### src/rtl/move_enable_arbiter.sv
// move_enable_arbiter: accepts one direction request at a time and checks it
// against a snapshot of that direction's per-cell enable vector. An approved
// move is handed to the grid and the arbiter then waits, with a timeout, for
// the grid to report completion.
// Optional feature: define MOVE_LR_MASK_EN so that left/right requests are
// also checked against left_en/right_en. When it is undefined those enables
// are ignored and left/right always pass.

// Registered all-cells-enabled flag for a single direction.
module move_dir_flag #(
   parameter int W = 24
) (
   input  logic         clk,
   input  logic         rst,
   input  logic [W-1:0] en,
   output logic         ok
);
   // One-cycle registered AND-reduction of the enable vector.
   always_ff @(posedge clk) begin
      if (rst) ok <= 1'b0;
      else     ok <= &en;
   end
endmodule

module move_enable_arbiter #(
   parameter int ROWS    = 4,
   parameter int COLS    = 6,
   parameter int TIMEOUT = 1024
) (
   input  logic                 clk,
   input  logic                 rst,
   input  logic [ROWS*COLS-1:0] up_en,
   input  logic [ROWS*COLS-1:0] down_en,
   input  logic [ROWS*COLS-1:0] left_en,
   input  logic [ROWS*COLS-1:0] right_en,
   input  logic                 dir_req_valid,
   input  logic [1:0]           dir_req,
   output logic                 dir_req_ready,
   output logic                 move_valid,
   output logic [1:0]           move_dir,
   input  logic                 move_ready,
   input  logic                 move_done,
   output logic                 move_reject,
   output logic                 move_timeout,
   output logic [3:0]           dir_ok,
   input  logic                 clear_stats,
   output logic [7:0]           reject_cnt
);
   localparam int NCELL = ROWS * COLS;
   localparam logic [15:0] TOUT_LAST = 16'(TIMEOUT - 1);

   localparam logic [1:0] IDLE  = 2'd0;
   localparam logic [1:0] CHECK = 2'd1;
   localparam logic [1:0] ISSUE = 2'd2;
   localparam logic [1:0] WAIT  = 2'd3;

   logic [1:0]             stateQ;
   logic [1:0]             dirQ;
   logic [NCELL-1:0]       snapQ;
   logic [15:0]            timeoutCnt;
   logic [3:0][NCELL-1:0]  enVec;
   logic                   snapAllOnes;
   logic                   rejectEvt;

   // Effective enable vector per direction, indexed by the direction code.
   assign enVec[0] = up_en;
   assign enVec[1] = down_en;
`ifdef MOVE_LR_MASK_EN
   assign enVec[2] = left_en;
   assign enVec[3] = right_en;
`else
   // Left/right are unmasked: OR-ing with all-ones forces them enabled while
   // still consuming the ports.
   assign enVec[2] = left_en  | {NCELL{1'b1}};
   assign enVec[3] = right_en | {NCELL{1'b1}};
`endif

   // Per-direction status flags, one flag instance per direction.
   for (genvar d = 0; d < 4; d++) begin : gFlag
      move_dir_flag #(.W(NCELL)) uFlag (
         .clk (clk),
         .rst (rst),
         .en  (enVec[d]),
         .ok  (dir_ok[d])
      );
   end

   assign snapAllOnes = &snapQ;
   assign rejectEvt   = (stateQ == CHECK) && !snapAllOnes;

   // Request FSM; every output is a register updated alongside the state.
   always_ff @(posedge clk) begin
      if (rst) begin
         stateQ        <= IDLE;
         dirQ          <= 2'd0;
         snapQ         <= '0;
         timeoutCnt    <= 16'd0;
         dir_req_ready <= 1'b1;
         move_valid    <= 1'b0;
         move_dir      <= 2'd0;
         move_reject   <= 1'b0;
         move_timeout  <= 1'b0;
      end else begin
         move_reject  <= 1'b0;
         move_timeout <= 1'b0;
         case (stateQ)
            IDLE: begin
               // Only the snapshot taken here decides the outcome.
               if (dir_req_valid && dir_req_ready) begin
                  dirQ          <= dir_req;
                  snapQ         <= enVec[dir_req];
                  dir_req_ready <= 1'b0;
                  stateQ        <= CHECK;
               end
            end
            CHECK: begin
               if (snapAllOnes) begin
                  move_valid <= 1'b1;
                  move_dir   <= dirQ;
                  stateQ     <= ISSUE;
               end else begin
                  move_reject   <= 1'b1;
                  dir_req_ready <= 1'b1;
                  stateQ        <= IDLE;
               end
            end
            ISSUE: begin
               // move_valid/move_dir hold until the grid takes the move.
               if (move_ready) begin
                  move_valid <= 1'b0;
                  timeoutCnt <= 16'd0;
                  stateQ     <= WAIT;
               end
            end
            default: begin
               // WAIT: completion wins over a timeout on the same cycle.
               if (move_done) begin
                  timeoutCnt    <= 16'd0;
                  dir_req_ready <= 1'b1;
                  stateQ        <= IDLE;
               end else if (timeoutCnt == TOUT_LAST) begin
                  move_timeout  <= 1'b1;
                  timeoutCnt    <= 16'd0;
                  dir_req_ready <= 1'b1;
                  stateQ        <= IDLE;
               end else begin
                  timeoutCnt <= timeoutCnt + 16'd1;
               end
            end
         endcase
      end
   end

   // Saturating reject counter; a clear beats a same-cycle increment.
   always_ff @(posedge clk) begin
      if (rst || clear_stats)                 reject_cnt <= 8'd0;
      else if (rejectEvt && reject_cnt != 8'hFF) reject_cnt <= reject_cnt + 8'd1;
   end
endmodule

### config.mk
export PLATFORM = sky130hd
export DESIGN_NAME = move_enable_arbiter
export DESIGN_NICKNAME = d
export VERILOG_FILES = /design/src/rtl/move_enable_arbiter.sv
export SDC_FILE = /design/constraint.sdc
export NUM_CORES = 1
export LEC_CHECK = 0
export CORE_ASPECT_RATIO = 1.4
export CORE_MARGIN = 3
export CORE_UTILIZATION = 47
export CTS_CLUSTER_DIAMETER = 50
export DETAILED_ROUTE_END_ITERATION = 8
export PLACE_DENSITY = 0.86
export SYNTH_ARGS = -nofsm -noshare
export SYNTH_HDL_FRONTEND = slang
export SYNTH_SLANG_ARGS = --single-unit
### constraint.sdc
create_clock -name clk -period 3.6 [get_ports clk]
set_clock_uncertainty 0.2 [all_clocks]
set_input_delay 0.36 -clock clk [delete_from_list [all_inputs] [get_ports clk]]
set_output_delay 0.36 -clock clk [all_outputs]
set_load 0.005 [all_outputs]
==> PnR_summary.wiki, run 1 <==
{| class="wikitable"
! Metric !! Value
|-
| Crit. Startpoint || stateQ[1]$_SDFFE_PP0P_
|-
| Launch point of the worst hold path || dirQ[1]$_SDFFE_PP0P_
|-
| Effective utilization at floorplan || 48.77%
|-
| Postcts setup bufs || 0
|-
| Clock input transition at the sequential cells of the worst setup and hold paths || 60 ps
|-
| CTS tree || done
|-
| Most common cell after layout, fill and taps aside || clkdlybuf4s50_1
|-
| Number of pins with negative max-slew slack in the final report || 0
|-
| Tot GR Track Use || 20.29%
|-
| Synth cell types || 45
|-
| Required @ worst endpoint || 3610 ps
|-
| Worst min-delay path category || reg2reg
|-
| Total nets after synthesis || 479
|-
| Routability cong. || 0.8503
|-
| Avg Inst Size Synth || 8.299 sq um
|-
| Detailed router's first-iteration violation count || 177
|-
| Maximum count of clock buffers along a single path || 2
|-
| NumNets Final || 538
|-
| Residual DRC || 0
|-
| Max capacitance violation total || 0
|-
| Final clock period utilization by the worst path || 73.05%
|-
| Result of the run || completed
|-
| Commonest cells after routing, fill and taps aside || clkdlybuf4s50_1, dfxtp_1, nor2_1, o21ai_0, nand2_1
|-
| Placed wire-length estimate after detailed placement || 5498 microns
|-
| Cell at the root of the clock tree || clkbuf_8
|-
| Total number of vias || 2959
|-
| Top cells by area, synth || dfxtp_1, a2111oi_0, nor2_1
|-
| Setup repair after global routing missed its margin || no
|-
| Yosys reg bits || 61
|-
| Port Buf Inserts || 73
|-
| Critical R2R Capture || snapQ[10]$_SDFFE_PP0P_
|-
| Average wire per cell in the routed design || 14.63 microns
|-
| Number of antenna violations at the first check in global routing || 0
|-
| Die outline height || 101.6 microns
|-
| Cell taking the most area after synthesis || dfxtp_1
|-
| Worst-case register-to-register setup slack || 970 ps
|-
| Die span in x || 74.31 microns
|-
| FF-to-FF Start || stateQ[1]$_SDFFE_PP0P_
|-
| Worst-Skew Late Latency || 340 ps
|-
| Nature of the critical path endpoint || register
|-
| PnR Total Power || 1.744 mW
|-
| Crit path kind || reg2reg
|-
| First-pass GRT wire length || 12020 microns
|-
| Yosys Warn Count || 0
|-
| I/O pin count || 122
|-
| Kind of start point of the critical path || register
|-
| Accumulated negative setup slack || 0 ps
|-
| Synthesis-to-finish area growth || 29.83%
|-
| Hold bufs inserted after CTS || 0
|-
| Site Rows || 34
|-
| Critical path capture point || snapQ[10]$_SDFFE_PP0P_
|-
| Number of hold violations in the final report || 0
|-
| Die Outline Area || 0.007553 sq mm
|-
| Number of antenna cells inserted || 0
|-
| Final setup violation count || 0
|-
| Num CTS Buffers || 9
|-
| Detailed-routing iteration count for the pre-antenna-repair pass || 4
|-
| Predominant post-synthesis flop cell || dfxtp_1
|-
| Maximum level of the CTS H-tree || 3
|-
| Count of flip-flops with a built-in enable after synthesis || 0
|-
| Area fraction of the dominant cell type after synthesis || 39.77%
|-
| Core box area || 0.006296 sq mm
|-
| Detailed-route vias per instance || 5.859
|-
| Worst max-slew margin expressed relative to the limit || 46.73%
|-
| Count of antenna-violating nets left after detailed routing || 0
|-
| Power density relative to cell area || 437.5 mW/mm^2
|-
| Post-synth ARST share || 0%
|-
| Synth Instances || 370
|-
| Achievable Freq || 0.3802 GHz
|-
| Peak supply drop || 0.2055 mV
|-
| Minimum period implied by the final worst setup slack || 2630 ps
|-
| Share of layout cells above drive strength 1 || 6.236%
|-
| Pin count of the biggest net entering global routing || 30
|-
| Total Wirelength || 7388 microns
|-
| CP arrival || 2640 ps
|-
| Leakage component of the power || 1.390 nW
|-
| Post-synthesis instance area || 0.003070 sq mm
|-
| Fillcell total || 542
|-
| Vias in the first global route || 2776
|-
| Worst-margin pin slew || 796.7 ps
|-
| Sequential element share of the synthesized area || 39.77%
|-
| Sum of overflow across all layers after global routing || 0
|-
| Worst-case reg-to-reg path depth || 5
|-
| Worst-path fanout max || 26
|-
| Clk sinks || 61
|-
| Resize count post-CTS || 0
|}
-- synth_stat cells, types with 4 or more instances --
| cell | count |
|---|---|
| nor2_1 | 51 |
| a21oi_1 | 8 |
| dfxtp_1 | 61 |
| nand3_1 | 15 |
| ha_1 | 5 |
| clkbuf_1 | 18 |
| nor3_1 | 8 |
| o21ai_0 | 27 |
| or3_1 | 5 |
| xor2_1 | 7 |
| nor4_1 | 4 |
| nand2_1 | 26 |
| buf_4 | 5 |
| a2111oi_0 | 24 |
| or4_1 | 6 |
| nor2b_1 | 25 |
| a21o_1 | 4 |
| inv_1 | 7 |
| xnor2_1 | 6 |
| nand4_1 | 23 |
| mux2i_1 | 5 |
-- worst min-delay path by stage --
stage	end	depth (start not counted)
final	dirQ[1]$_SDFFE_PP0P_	2
after global routing	dirQ[1]$_SDFFE_PP0P_	2
after CTS	dirQ[1]$_SDFFE_PP0P_	2
after detailed placement	dirQ[0]$_SDFFE_PP0P_	2
after global placement	dirQ[1]$_SDFFE_PP0P_	2
after floorplan	dirQ[0]$_SDFFE_PP0P_	2
-- per-layer routing --
| metal | share of wire [%] | track usage [%] |
|---|---|---|
| met2 | 49 | 34.77 |
| met3 | 6.1 | 4.965 |
| met4 | 3.0 | 10.68 |
| met5 | 0 | 0 |
| met1 | 42 | 22.83 |
-- per-stage QoR --
step | area [sq um] | hold slack (ps) | cells | worst slack, ps | utilization, %
floorplan | 3070 | 235.7 | 370 | 1519 | -
global placement | 3772 | 243.6 | 490 | 961.4 | 59.92
detailed placement | 3772 | 248.0 | 490 | 945.4 | 59.92
CTS | 3986 | 262.8 | 505 | 960.6 | 63.31
global route | 3986 | 294.2 | 505 | 678.9 | 63.31
finish | 3986 | 258.2 | 505 | 970.1 | 63.31
-- report_power, final --
part           switching, mW  internal [mW]  leakage [nW]
Clock                  0.257          0.404         0.105
Combinational          0.166          0.142         0.787
Sequential            0.0385          0.737         0.498
Total                  0.462           1.28          1.39
-- cells by family (layout without fill, tap and decap cells) --
family / after synthesis / after routing / synth area share (%)
and+or+nand+nor: 177 / 177 / 30.52
AOI/OAI and AO/OA: 76 / 76 / 17.36
DFF: 61 / 61 / 39.77
buffers and inverters: 33 / 96 / 4.972
xor gates and xnor gates: 13 / 13 / 3.708
adders and majority gates: 5 / 5 / 2.037
muxes: 5 / 5 / 1.630
-- flip-flops by register name (all words and copies together) (netlist names) --
register and flops:
snapQ 24, timeoutCnt 16, reject_cnt 8, gFlag.uFlag.ok 3, dirQ 2, move_dir 2, stateQ 2, dir_req_ready 1
move_reject 1, move_timeout 1, move_valid 1
-- worst max-delay path: stages (launching register included) --
cell and delay [ps]:
dfxtp_1 320, inv_1 100, ha_1 380, nand3_1 650, a2111oi_0 760, nor2_1 90
-- cell type report --
type / count / area (sq um) / area share, %
clock buffers: 11 / 141.4 / 3.547
clock inverters: 4 / 72.57 / 1.820
inverters: 7 / 26.28 / 0.6591
multi-input cells: 276 / 1697 / 42.56
flip-flops and latches: 61 / 1221 / 30.63
well taps: 72 / 90.09 / 2.260
repair buffers: 74 / 738.2 / 18.52
Note: power is estimated with default switching activity, not from simulation.
==> inputs of run 2 (changes only) <==
- CORE_UTILIZATION: 47 -> 39
- PLACE_DENSITY: 0.86 -> 0.76
- clock period: 3.6 -> 2.3 ns (I/O delays scaled with it)
==> run 2 against run 1 <==
Effect of this change: via count about the same; sequential share of layout area down 0.97 points; clock-buffer cell count up 1; combinational power up 68%; cell area up 3.3%; core utilization down 8.4 points; cell count up 7.1%; routed wire length up 1.8%; largest cell class unchanged.
==> PnR_summary.wiki, run 2 (same netlist as run 1, synthesis figures left out) <==
{| class="wikitable"
! Metric !! Value
|-
| Minimum period implied by the final worst setup slack || 2101 ps (was 2630 ps)
|-
| Worst-margin pin slew || 583.0 ps (was 796.7 ps)
|-
| Tot GR Track Use || 17.66% (was 20.29%)
|-
| Total Wirelength || 7524 microns (was 7388 microns)
|-
| CP arrival || 2110 ps (was 2640 ps)
|-
| Die span in x || 80.99 microns (was 74.31 microns)
|-
| Final setup violation count || 0 (unchanged)
|-
| Vias in the first global route || 2832 (was 2776)
|-
| Met3 track demand over resource in global routing || 4.715% (was 4.965%)
|-
| Register with the most flip-flops || snapQ (unchanged)
|-
| NumNets Final || 548 (was 538)
|-
| Setup repair after global routing missed its margin || no (unchanged)
|-
| Detailed-route vias per instance || 5.466 (was 5.859)
|-
| Fillcell total || 718 (was 542)
|-
| Power density relative to cell area || 679.1 mW/mm^2 (was 437.5 mW/mm^2)
|-
| Accumulated negative setup slack || 0 ps (unchanged)
|-
| Die Outline Area || 0.008989 sq mm (was 0.007553 sq mm)
|-
| Detailed-routing iteration count for the pre-antenna-repair pass || 4 (unchanged)
|-
| Placed wire-length estimate after detailed placement || 5774 microns (was 5498 microns)
|-
| Maximum count of clock buffers along a single path || 2 (unchanged)
|-
| Leakage component of the power || 1.456 nW (was 1.390 nW)
|-
| Most common cell after layout, fill and taps aside || clkdlybuf4s50_1 (unchanged)
|-
| CTS tree || done (unchanged)
|-
| I/O pin count || 122 (unchanged)
|-
| Average wire per cell in the routed design || 13.91 microns (was 14.63 microns)
|-
| PnR Total Power || 2.796 mW (was 1.744 mW)
|-
| Port Buf Inserts || 73 (unchanged)
|-
| Clk sinks || 61 (unchanged)
|-
| Worst-path fanout max || 14 (was 26)
|-
| Met1 demand-to-capacity share in global routing || 21.01% (was 22.83%)
|-
| Nature of the critical path endpoint || register (unchanged)
|-
| Cell type group with the largest total delay on the critical path || simple AND/OR/NAND/NOR gates (was compound AO/OA/AOI/OAI gates)
|-
| Synthesis-to-finish area growth || 34.07% (was 29.83%)
|-
| Int Power || 2.070 mW (was 1.282 mW)
|-
| Total number of vias || 2957 (was 2959)
|-
| Final clock period utilization by the worst path || 91.35% (was 73.05%)
|-
| Resize count post-CTS || 0 (unchanged)
|-
| Share of power burned in the clock network || 38.1% (was 37.9%)
|-
| Crit path kind || reg2reg (unchanged)
|-
| Result of the run || completed (unchanged)
|-
| Sum of overflow across all layers after global routing || 0 (unchanged)
|-
| Worst-Skew Late Latency || 330 ps (was 340 ps)
|-
| Number of pins with negative max-slew slack in the final report || 0 (unchanged)
|-
| First-pass GRT wire length || 12640 microns (was 12020 microns)
|-
| Commonest cells after routing, fill and taps aside || clkdlybuf4s50_1, dfxtp_1, nor2_1, o21ai_0, nand2_1 (unchanged)
|-
| Maximum level of the CTS H-tree || 3 (unchanged)
|-
| Detailed router's first-iteration violation count || 168 (was 177)
|-
| Routability cong. || 0.8388 (was 0.8503)
|-
| Required @ worst endpoint || 2310 ps (was 3610 ps)
|-
| Cell at the root of the clock tree || clkbuf_8 (unchanged)
|-
| Residual DRC || 0 (unchanged)
|-
| Hold bufs inserted after CTS || 0 (unchanged)
|-
| Largest stage delay, worst path || 410 ps (was 760 ps)
|-
| Count of antenna-violating nets left after detailed routing || 0 (unchanged)
|-
| Top Registers || snapQ (24), timeoutCnt (16), reject_cnt (8) (unchanged)
|-
| Postcts setup bufs || 0 (unchanged)
|-
| Core box area || 0.007500 sq mm (was 0.006296 sq mm)
|-
| Achievable Freq || 0.4759 GHz (was 0.3802 GHz)
|-
| Routing usage on met2 || 29.46% (was 34.77%)
|-
| Worst max-slew margin expressed relative to the limit || 60.13% (was 46.73%)
|-
| Number of hold violations in the final report || 0 (unchanged)
|-
| Switching part of the total power || 25.94% (was 26.47%)
|-
| Kind of start point of the critical path || register (unchanged)
|-
| Clock input transition at the sequential cells of the worst setup and hold paths || 70 ps (was 60 ps)
|-
| Worst min-delay path category || reg2reg (unchanged)
|-
| Largest register FFs || 24 (unchanged)
|-
| Effective utilization at floorplan || 40.94% (was 48.77%)
|-
| Cell Chain, Critical Path || ha_1 > nor3b_1 > a41oi_2 > nand2_1 > a21o_2 > nor2_1 (was inv_1 > ha_1 > nand3_1 > a2111oi_0 > nor2_1)
|-
| Library cell contributing the largest single delay on the critical path || dfxtp_1 (was a2111oi_0)
|-
| Number of buffers and inverters on the critical path || 0 (was 1)
|-
| Die outline height || 111.0 microns (was 101.6 microns)
|-
| Peak supply drop || 0.3272 mV (was 0.2055 mV)
|-
| Reg power frac || 43.4% (was 44.5%)
|-
| Combinational cell fraction of total power || 18.4% (was 17.6%)
|-
| Num CTS Buffers || 9 (unchanged)
|-
| Grt peak-use layer || met2 (unchanged)
|-
| Net load switching power || 0.7252 mW (was 0.4617 mW)
|-
| Pin count of the biggest net entering global routing || 50 (was 30)
|-
| Site Rows || 37 (was 34)
|-
| Max capacitance violation total || 0 (unchanged)
|-
| Number of antenna violations at the first check in global routing || 0 (unchanged)
|-
| Share of layout cells above drive strength 1 || 8.559% (was 6.236%)
|-
| Number of antenna cells inserted || 0 (unchanged)
|}
[run 2: worst register-to-register path: cells and delay by family, from the launching register on]
| family | cells | cell delay, ps |
|---|---|---|
| and+or+nand+nor | 3 | 640 |
| AOI/OAI and AO/OA | 2 | 550 |
| DFF | 1 | 410 |
| adders and majority gates | 1 | 190 |
[run 2: final cells by class]
type	instances	area (sq um)	area share, %
multi-input cells	276	1697	41.22
repair buffers	84	825.8	20.06
flip-flops and latches	61	1221	29.67
inverters	7	26.28	0.6383
well taps	97	121.4	2.948
clock inverters	4	70.07	1.702
clock buffers	12	155.1	3.769
[run 2: stage by stage]
stage	setup slack [ps]	util (%)	hold slack, ps	area, sq um	instances
6_report	198.9	54.89	255.8	4116	541
5_1_grt	14.53	54.89	275.8	4116	541
4_1_cts	203.7	54.89	255.5	4116	541
3_5_place_dp	205.3	51.89	246.3	3891	525
3_3_place_gp	234.1	51.89	240.8	3891	525
2_1_floorplan	219.3	-	143.9	3070	370
[run 2: layer usage]
metal	up-vias	wire length [microns]	share of wire (%)
met5	-	0	0
met1	1371	3224	43
li1	1492	-	-
met2	85	3773	50
met3	9	421	5.6
met4	0	104	1.4
[run 2: worst paths after layout]
check | startpoint | endpoint | slack, ps | depth (start not counted)
setup / recovery | timeoutCnt[0]$_SDFFE_PP0P_ | timeoutCnt[5]$_SDFFE_PP0P_ | 200 | 6
hold / removal | dirQ[0]$_SDFFE_PP0P_ | dirQ[0]$_SDFFE_PP0P_ | 260 | 2
setup reg to reg | timeoutCnt[0]$_SDFFE_PP0P_ | timeoutCnt[5]$_SDFFE_PP0P_ | 200 | 6
hold reg to reg | dirQ[0]$_SDFFE_PP0P_ | dirQ[0]$_SDFFE_PP0P_ | 260 | 2
[run 2: power by group through the flow]
stage	registers [mW]	clock network [mW]	logic, mW
after global routing	1.23	1.15	0.574
final	1.21	1.07	0.515
after global placement	1.23	0	0.502
after detailed placement	1.24	0	0.510
after CTS	1.21	1.08	0.516
after floorplan	1.22	0	0.297
